### config.mk
export PLATFORM = sky130hd
export DESIGN_NAME = scan_sel_ctrl
export DESIGN_NICKNAME = d
export VERILOG_FILES = /design/src/rtl/scan_sel_ctrl_pkg.sv /design/src/rtl/scan_sel_ctrl_tick_gen.sv /design/src/rtl/scan_sel_ctrl.sv
export SDC_FILE = /design/constraint.sdc
export NUM_CORES = 1
export LEC_CHECK = 0
export ABC_CLOCK_PERIOD_IN_PS = 3300
export CORE_MARGIN = 1
export CORE_UTILIZATION = 31
export DETAILED_ROUTE_END_ITERATION = 10
export GPL_ROUTABILITY_DRIVEN = 0
export PLACE_DENSITY = 0.61
export SLEW_MARGIN = 20
export SYNTH_ARGS = -nofsm -noshare
export SYNTH_HDL_FRONTEND = slang
export SYNTH_HIERARCHICAL = 1
export SYNTH_SLANG_ARGS = --single-unit
### constraint.sdc
create_clock -name clk -period 3.3 [get_ports clk]
set_clock_uncertainty 0.2 [all_clocks]
set_input_delay 0.33 -clock clk [delete_from_list [all_inputs] [get_ports clk]]
set_output_delay 0.33 -clock clk [all_outputs]
set_load 0.01 [all_outputs]
### src/rtl/scan_sel_ctrl_pkg.sv
// Shared display constants: scan direction encodings, digit geometry and
// helpers for stepping the digit index around the frame.
package scan_sel_ctrl_pkg;

    localparam int unsigned NUM_DIGITS = 4;
    localparam int unsigned SEL_W      = 2;
    localparam int unsigned DIGIT_W    = 4;
    localparam int unsigned DATA_W     = NUM_DIGITS * DIGIT_W;

    typedef enum logic {
        DIR_UP   = 1'b0,
        DIR_DOWN = 1'b1
    } scan_dir_e;

    // Next digit index; the SEL_W-bit wrap gives mod-NUM_DIGITS stepping.
    function automatic logic [SEL_W-1:0] step_sel(input logic [SEL_W-1:0] cur,
                                                  input scan_dir_e       dir);
        return (dir == DIR_DOWN) ? cur - SEL_W'(1) : cur + SEL_W'(1);
    endfunction

    // Index that opens a frame in the given direction.
    function automatic logic [SEL_W-1:0] frame_start(input scan_dir_e dir);
        return (dir == DIR_DOWN) ? SEL_W'(NUM_DIGITS - 1) : '0;
    endfunction

endpackage

### src/rtl/scan_sel_ctrl_tick_gen.sv
// Prescaler: counts enabled cycles 0..DIV-1 and flags the last one as a tick.
module tick_gen #(
    parameter int unsigned DIV = 4
) (
    input  logic clk,
    input  logic rst,
    input  logic en,
    output logic tick
);

    localparam int unsigned CNT_W = (DIV > 1) ? $clog2(DIV) : 1;
    localparam logic [CNT_W-1:0] CNT_MAX = CNT_W'(DIV - 1);

    logic [CNT_W-1:0] cnt;

    always_ff @(posedge clk) begin
        if (rst) begin
            cnt <= '0;
        end else if (en) begin
            cnt <= (cnt == CNT_MAX) ? '0 : cnt + CNT_W'(1);
        end
    end

    // Combinational so that en=0 or rst=1 suppresses the pulse in the same cycle.
    always_comb begin
        tick = en && !rst && (cnt == CNT_MAX);
    end

endmodule

### src/rtl/scan_sel_ctrl.sv
// Multiplexed display scanner: steps the digit select once per prescaled slot
// and presents the matching nibble of a per-frame snapshot of data_in.
module scan_sel_ctrl
    import scan_sel_ctrl_pkg::*;
#(
    parameter int unsigned DIV = 4
) (
    input  logic              clk,
    input  logic              rst,
    input  logic              en,
    input  logic              dir,
    input  logic [DATA_W-1:0] data_in,
    output logic [SEL_W-1:0]  sel,
    output logic [DIGIT_W-1:0] digit,
    output logic              tick,
    output logic              frame_done
);

    logic [DATA_W-1:0] shadow;
    logic [SEL_W-1:0]  sel_nxt;
    scan_dir_e         scan_dir;

    tick_gen #(
        .DIV (DIV)
    ) u_tick_gen (
        .clk  (clk),
        .rst  (rst),
        .en   (en),
        .tick (tick)
    );

    // dir only matters on tick cycles, so a mid-slot change waits for the next advance.
    always_comb begin
        scan_dir   = scan_dir_e'(dir);
        sel_nxt    = step_sel(sel, scan_dir);
        frame_done = tick && (sel_nxt == frame_start(scan_dir));
    end

    always_ff @(posedge clk) begin
        if (rst) begin
            sel    <= '0;
            shadow <= '0;
        end else if (tick) begin
            sel <= sel_nxt;
            if (frame_done) begin
                shadow <= data_in;
            end
        end
    end

    assign digit = shadow[{sel, 2'b00} +: DIGIT_W];

endmodule

After elaboration in Yosys (flattened, before gate mapping)
Cells that the tools add are included.
- flip-flop bits (word level): 20
- input bits: 20
- output and inout bits: 8
- word-level logic and storage cells: 17
- add/sub/neg operators: 3
- eq/ne operators: 2
- shift-type cells: 1
- muxes and demuxes: 3
- reduce and logical (&&, ||, !) cells: 5
- operator list (kind ; count):
    $shiftx A16 B5 Y4 ; 1
    $mux W2 ; 3
    $add A2 B1 Y2 const B ; 2
    $logic_and A1 B1 Y1 ; 3
    $eq A2 B2 Y1 ; 1
    $eq A2 B2 Y1 const B ; 1
    $reduce_and A2 Y1 ; 1
    $sub A2 B1 Y2 const B ; 1
    $logic_not A1 Y1 ; 1

Logic depth before layout (Yosys ltp)
Gate-level depths: netlist of the first run.
- depth in word-level cells: 5
- mapped depth: 7
- mapped depth without buffers: 5

Hierarchy
Netlist of the first run, hierarchy kept.
- by module, submodules not included (module ; instances ; cells an instance ; area an instance (um^2) ; sequential area each (um^2)):
    scan_sel_ctrl ; 1 ; 88 ; 989.7 ; 360.3
    tick_gen ; 1 ; 9 ; 95.1 ; 40.0

Worst setup path before layout of the first run
Ideal clock, no wire load.
- path kind: reg-to-output
- from: reg u_tick_gen.cnt[0]
- to: out frame_done
- arrival: 1.344 ns
- required time: 2.770 ns
- path slack: 1.426 ns
- stages on the path, launching flop included: 7
- buffers on the path: 2
- path through: dfxtp_1 > ha_1 > and3b_1 > nand2_1 > o22ai_2 > buf_6 > buf_12
- word-level cells in the longest chain between the ends: 3
- RTL lines (item ; line ; text):
    start: declaration ; scan_sel_ctrl_tick_gen.sv:14 ; logic [CNT_W-1:0] cnt;
    start signal: assignment ; scan_sel_ctrl_tick_gen.sv:20 ; cnt <= (cnt == CNT_MAX) ? '0 : cnt + CNT_W'(1);
    $eq A2 B2 Y1 ; scan_sel_ctrl_tick_gen.sv:26 ; tick = en && !rst && (cnt == CNT_MAX);
    $logic_and A1 B1 Y1 ; scan_sel_ctrl_tick_gen.sv:26 ;
    net tick ; scan_sel_ctrl.sv:15 ; output logic tick,
    $logic_and A1 B1 Y1 ; scan_sel_ctrl.sv:36 ; frame_done = tick && (sel_nxt == frame_start(scan_dir));
    end: declaration ; scan_sel_ctrl.sv:16 ; output logic frame_done
The timed path passes the listed nets, and every way through them passes these cells.

Worst setup path after layout of the first run
- from: in en
- to: out frame_done
- word-level cells in the longest chain between the ends: 3
- RTL lines (item ; line ; text):
    start: declaration ; scan_sel_ctrl.sv:10 ; input logic en,
    $logic_and A1 B1 Y1 (2 in series) ; scan_sel_ctrl_tick_gen.sv:26 ;
    $logic_and A1 B1 Y1 ; scan_sel_ctrl.sv:36 ;
Every way passes these cells.

==> flow_metrics.py, run 1 <==
metrics = {
    "final_layout": {
        "post-route-util": 0.419,
        "stdcell_count": 169,
        "area_growth_pct": 29.0,
        "final_nets": 145,
        "antenna_cells": 0,
        "drive_gt1_frac": 0.0894,
        "fillCellCount": 349,
        "seqCellArea_um2": 400,
        "fin_area_mm2": 0.00140,
        "multi_input_area_um2": 619,
    },
    "placed_design": {
        "io_buffers": 27,
        "place_area_mm2": 0.00136,
        "placedCellCount": 165,
        "dpl.hpwl_um": 1290,
        "preCtsSetupSlack_ns": 0.732,
    },
    "power": {
        "p_leak_nw": 0.491,
        "power_density_mw_per_mm2": 316,
        "power_mw": 0.443,
        "max-vdd-ir-drop_mv": 0.0947,
    },
    "die": {
        "die-area_mm2": 0.00374,
        "rows": 21,
        "die_height_um": 61.2,
        "io_pins": 28,
        "die_w_um": 61.2,
        "core_mm2": 0.00334,
        "start_util": 0.325,
    },
    "critical_path": {
        "r2r_start": "u_tick_gen/cnt[0]$_SDFFE_PP0P_",
        "required_ns": 2.77,
        "startpoint": "en",
        "reg2regPathDepth": 6,
        "startpoint_type": "input port",
        "r2r_end": "shadow[7]$_SDFFE_PP0P_",
        "critical_path_class": "input port to primary output",
        "end_kind": "primary output",
        "arrival_ns": 2.02,
        "r2r_setup_slack_ns": 1.36,
        "cp_max_fo": 5,
    },
    "routing": {
        "drc": 0,
        "dr_total_vias": 742,
        "dr.pass1.iters": 2,
        "routed_wl_um": 1830,
        "wl_per_cell_um": 10.8,
        "antenna_left": 0,
        "vias_per_cell": 4.39,
        "drt_iter0_markers": 12,
    },
    "timing": {
        "timing.final.max_slew_violations": 0,
        "fin_ws_ns": 0.750,
        "fin_tns_setup_ns": 0,
        "fin_crit_sh": 0.773,
        "setup_violations": 0,
        "relSlewSlack": 0.748,
        "rsz0062_at_grt": "no",
        "final-hold-violation-count": 0,
        "min_period_ns": 2.55,
        "max_freq_mhz": 392,
        "worst_hold_slack_ns": 0.278,
        "worstMarginPinSlew_ns": 0.377,
    },
    "global_routing": {
        "grt_pass1_wl_um": 2940,
        "antenna_found_initial": 0,
        "grt_max_degree": 38,
        "grt_overflow": 0,
        "gr-usage-all-layers": 0.107,
        "grt_pass1_vias": 703,
    },
    "synthesis": {
        "syn_nets": 118,
        "synth_cell_type_count": 19,
        "netlist_instances": 97,
        "synth_top_cell_by_area": "dfxtp_1",
        "post-synth-top-area-fraction": 0.369,
        "avgSynthCellArea_um2": 11.2,
        "yosysWarnings": 6,
        "synthTopCellsByArea": "dfxtp_1 37%, nand2b_1 19%, mux2i_1 16%, mux4_1 9.7%, nand2b_4 3.8%",
        "netlist_area_mm2": 0.00108,
        "ys_ff_latch": 20,
        "yosysSeqAreaShare": 0.369,
    },
    "clocking": {
        "clk_pin_slew_ns": 0.12,
        "cts_hold_buf": 0,
        "clock-root-buffer": "clkbuf_4",
        "htree_levels": 1,
        "tritoncts": "yes",
        "clk_path_buf_depth": 2,
        "ctsResizeCount": 0,
        "clkLatencyLatePin_ns": 0.31,
        "post_cts_buffers": 0,
        "numCtsBuffers": 3,
        "cts.sinks": 20,
    },
    "status": {
        "status": "completed",
    },
    "run": {
        "max_cap_viol_count": 0,
    },
    "worst_hold_path": {
        "hold_depth": 2,
        "hp-class": "register to register",
        "worstHoldStart": "shadow[5]$_SDFFE_PP0P_",
        "min_to": "shadow[5]$_SDFFE_PP0P_",
    },
}
==> worst max-delay path by stage <==
stage	cells past startpoint	end	slack, ns
floorplan	6	frame_done	1.43
global placement	5	frame_done	0.76
detailed placement	5	frame_done	0.73
CTS	5	frame_done	0.74
global route	5	frame_done	0.61
finish	5	frame_done	0.75
==> synth_stat cells <==
cell and count:
o22ai_2 1, and3b_1 1, nand2b_4 3, mux4_1 4, nand2b_1 33, buf_12 1
clkbuf_1 3, a21boi_1 1, buf_6 3, dfxtp_1 20, or3b_1 1, nand2_1 1
mux2_2 1, xnor2_1 1, nor2b_1 1, ha_1 1, mux2i_1 17, a21oi_1 1
nor2_1 3
==> per-layer routing <==
layer	track usage	share of wire
met1	0.128	0.44
met5	0	0
met3	0.0126	0.037
met2	0.188	0.50
met4	0.0584	0.026
==> flip-flops by register name, indices dropped and copies added, names as in the netlist <==
name            cells
shadow             16
sel                 2
u_tick_gen/cnt      2
==> where the power goes <==
| part | switching (mW) | internal, mW |
|---|---|---|
| Combinational | 0.0148 | 0.0343 |
| Sequential | 0.00181 | 0.244 |
| Clock | 0.0804 | 0.0674 |
| Total | 0.0971 | 0.345 |
==> layout make-up <==
type	count	area share
multi-input combinational	70	0.443
timing repair buffer	29	0.204
clock buffer	4	0.0259
tap	46	0.0411
sequential	20	0.286
==> critical path, stage by stage <==
cell and delay, ns:
clkdlybuf4s50_1 0.52, and3b_1 0.31, nand2_1 0.10, o22ai_2 0.20, clkdlybuf4s50_1 0.56
==> cells in the final DEF, fill, tap and decap left out, drive strengths merged, types with 2 or more instances in the layout <==
cell           instances
mux4                   4
nor2                   3
clkbuf                 4
clkdlybuf4s50         27
buf                    2
nand2b                36
mux2i                 17
dfxtp                 20
==> cells by family (layout without fill, tap and decap cells) <==
kind of cell             after synthesis  count (layout)  share of synthesized area
AO/OA/AOI/OAI                          3               3                     0.0231
XOR/XNOR                               1               1                    0.00808
adder cells (fa/ha/maj)                1               1                     0.0115
buffers and inverters                  7              33                     0.0600
flip-flops                            20              20                      0.369
multiplexers                          22              22                      0.264
AND/OR/NAND/NOR                       43              43                      0.264
Power figures use the tool's default switching activity.
==> inputs of run 2 (changes only) <==
Settings changed: ABC_CLOCK_PERIOD_IN_PS 3300 to 2300, PLACE_DENSITY 0.61 to 0.63.
Clock period 3.3 ns to 2.3 ns, I/O delays scaled along.
==> flow_metrics.py, run 2 (synthesized netlist as in run 1, its figures left out) <==
metrics = {
    "timing": {
        "min_period_ns": 2.22,
        "fin_ws_ns": 0.0798,
        "max_freq_mhz": 450,
        "worstMarginPinSlew_ns": 0.394,
        "rsz0062_at_grt": "no",
        "fin_crit_sh": 0.965,
        "timing.final.max_slew_violations": 0,
        "final-hold-violation-count": 0,
        "relSlewSlack": 0.737,
        "setup_violations": 0,
    },
    "final_layout": {
        "area_growth_pct": 32.9,
        "fin_area_mm2": 0.00144,
        "mostFrequentLayoutCells": "33 x nand2b_1, 26 x clkdlybuf4s50_1, 19 x dfxtp_1, 17 x mux2i_1, 5 x buf_4",
        "fillCellCount": 346,
        "drive_gt1_frac": 0.127,
        "final_common_cell": "nand2b_1",
        "antenna_cells": 0,
        "final_nets": 148,
        "largest_register_ffs": 16,
        "top_register": "shadow",
        "stdcell_count": 172,
        "reg_top3": "shadow: 16 flops, sel: 2 flops, u_tick_gen/cnt: 2 flops",
    },
    "power": {
        "combPwrFrac": 0.103,
        "switching_share": 0.185,
        "internal-power_mw": 0.575,
        "power_mw": 0.706,
        "seqPwrFrac": 0.498,
        "p_sw_mw": 0.130,
        "p_leak_nw": 0.519,
        "power_density_mw_per_mm2": 490,
        "p_clk_frac": 0.400,
        "max-vdd-ir-drop_mv": 0.230,
    },
    "routing": {
        "drc": 0,
        "vias_per_cell": 4.34,
        "routed_wl_um": 1930,
        "drt_iter0_markers": 11,
        "antenna_left": 0,
        "dr_total_vias": 746,
        "dr.pass1.iters": 4,
        "wl_per_cell_um": 11.2,
    },
    "placed_design": {
        "place_area_mm2": 0.00138,
        "placedCellCount": 167,
        "io_buffers": 27,
        "dpl.hpwl_um": 1350,
        "preCtsSetupSlack_ns": -0.00301,
    },
    "die": {
        "core_mm2": 0.00334,
        "die_height_um": 61.2,
        "io_pins": 28,
        "rows": 21,
        "die-area_mm2": 0.00374,
        "die_w_um": 61.2,
        "start_util": 0.325,
    },
    "clocking": {
        "cts.sinks": 20,
        "cts_hold_buf": 0,
        "tritoncts": "yes",
        "numCtsBuffers": 3,
        "htree_levels": 1,
        "clk_pin_slew_ns": 0.11,
        "clk_path_buf_depth": 2,
        "clock-root-buffer": "clkbuf_4",
        "clkLatencyLatePin_ns": 0.30,
    },
    "critical_path": {
        "cp_max_fo": 8,
        "reg2regPathDepth": 6,
        "required_ns": 1.87,
        "startpoint_type": "register",
        "r2r_start": "u_tick_gen/cnt[0]$_SDFFE_PP0P_",
        "cp-endpoint": "digit[1]",
        "startpoint": "sel[1]$_SDFFE_PP0P_",
        "critical_path_class": "register to primary output",
        "r2r_end": "shadow[6]$_SDFFE_PP0P_",
        "r2r_setup_slack_ns": 0.42,
        "end_kind": "primary output",
        "arrival_ns": 1.79,
    },
    "global_routing": {
        "antenna_found_initial": 0,
        "grt_max_degree": 38,
        "gr-usage-all-layers": 0.113,
        "grt_pass1_vias": 756,
        "grt_pass1_wl_um": 3040,
        "grt_overflow": 0,
    },
    "status": {
        "status": "completed",
    },
    "worst_hold_path": {
        "hp-class": "register to register",
        "hold_depth": 2,
    },
    "run": {
        "max_cap_viol_count": 0,
    },
}
[run 2: how the worst min path moves through the flow]
stage	startpoint	end
CTS	data_in[2]	shadow[2]$_SDFFE_PP0P_
detailed placement	shadow[2]$_SDFFE_PP0P_	shadow[2]$_SDFFE_PP0P_
global route	data_in[10]	shadow[10]$_SDFFE_PP0P_
floorplan	rst	u_tick_gen/cnt[0]$_SDFFE_PP0P_
global placement	shadow[15]$_SDFFE_PP0P_	shadow[15]$_SDFFE_PP0P_
finish	shadow[5]$_SDFFE_PP0P_	shadow[5]$_SDFFE_PP0P_
[run 2: timing repair]
| action | CTS | global route |
|---|---|---|
| resized for setup | 4 | 0 |
| endpoints found under the setup margin | 5 | 2 |
| setup buffers | 0 | 1 |
[run 2: power groups by stage]
stage	clock, mW	sequential (mW)	combinational, mW
after floorplan	0	0.359	0.0311
after global placement	0	0.360	0.0706
after detailed placement	0	0.360	0.0731
after CTS	0.293	0.351	0.0732
after global routing	0.305	0.352	0.0787
final	0.282	0.351	0.0724
[run 2: critical path, cell delays in order (launching register included)]
cell             delay [ns]
dfxtp_4                0.43
mux4_1                 0.57
clkdlybuf4s50_1        0.49
[run 2: area by class of cell]
cell class / instances / area, um2 / area share
Clock buffer: 3 / 22.5 / 0.0156
Clock inverter: 1 / 30.0 / 0.0208
Multi-Input combinational cell: 70 / 621 / 0.431
Sequential cell: 20 / 404 / 0.280
Tap cell: 46 / 57.6 / 0.0399
Timing Repair Buffer: 32 / 307 / 0.213
[run 2: metrics by stage]
step | utilization | TNS [ns] | hold WS [ns]
finish | 0.432 | 0 | 0.278
global placement | 0.413 | 0 | 0.254
floorplan | - | 0 | 0.0991
detailed placement | 0.413 | -0.00301 | 0.260
global route | 0.432 | 0 | 0.281
CTS | 0.430 | 0 | 0.275
[run 2: metal layers]
layer  global-route usage  part of all wire  vias up
li1                     -                 -      387
met3               0.0126             0.034        4
met4               0.0682             0.019        0
met2                0.203              0.49       17
met1                0.127              0.46      338
met5                    0                 0        -
==> inputs of run 3 (changes only) <==
Settings changed: GPL_ROUTABILITY_DRIVEN 0 to 1.
==> results of run 3 <==
Same layout as run 2: the final DEF is identical, and so are final timing and power.
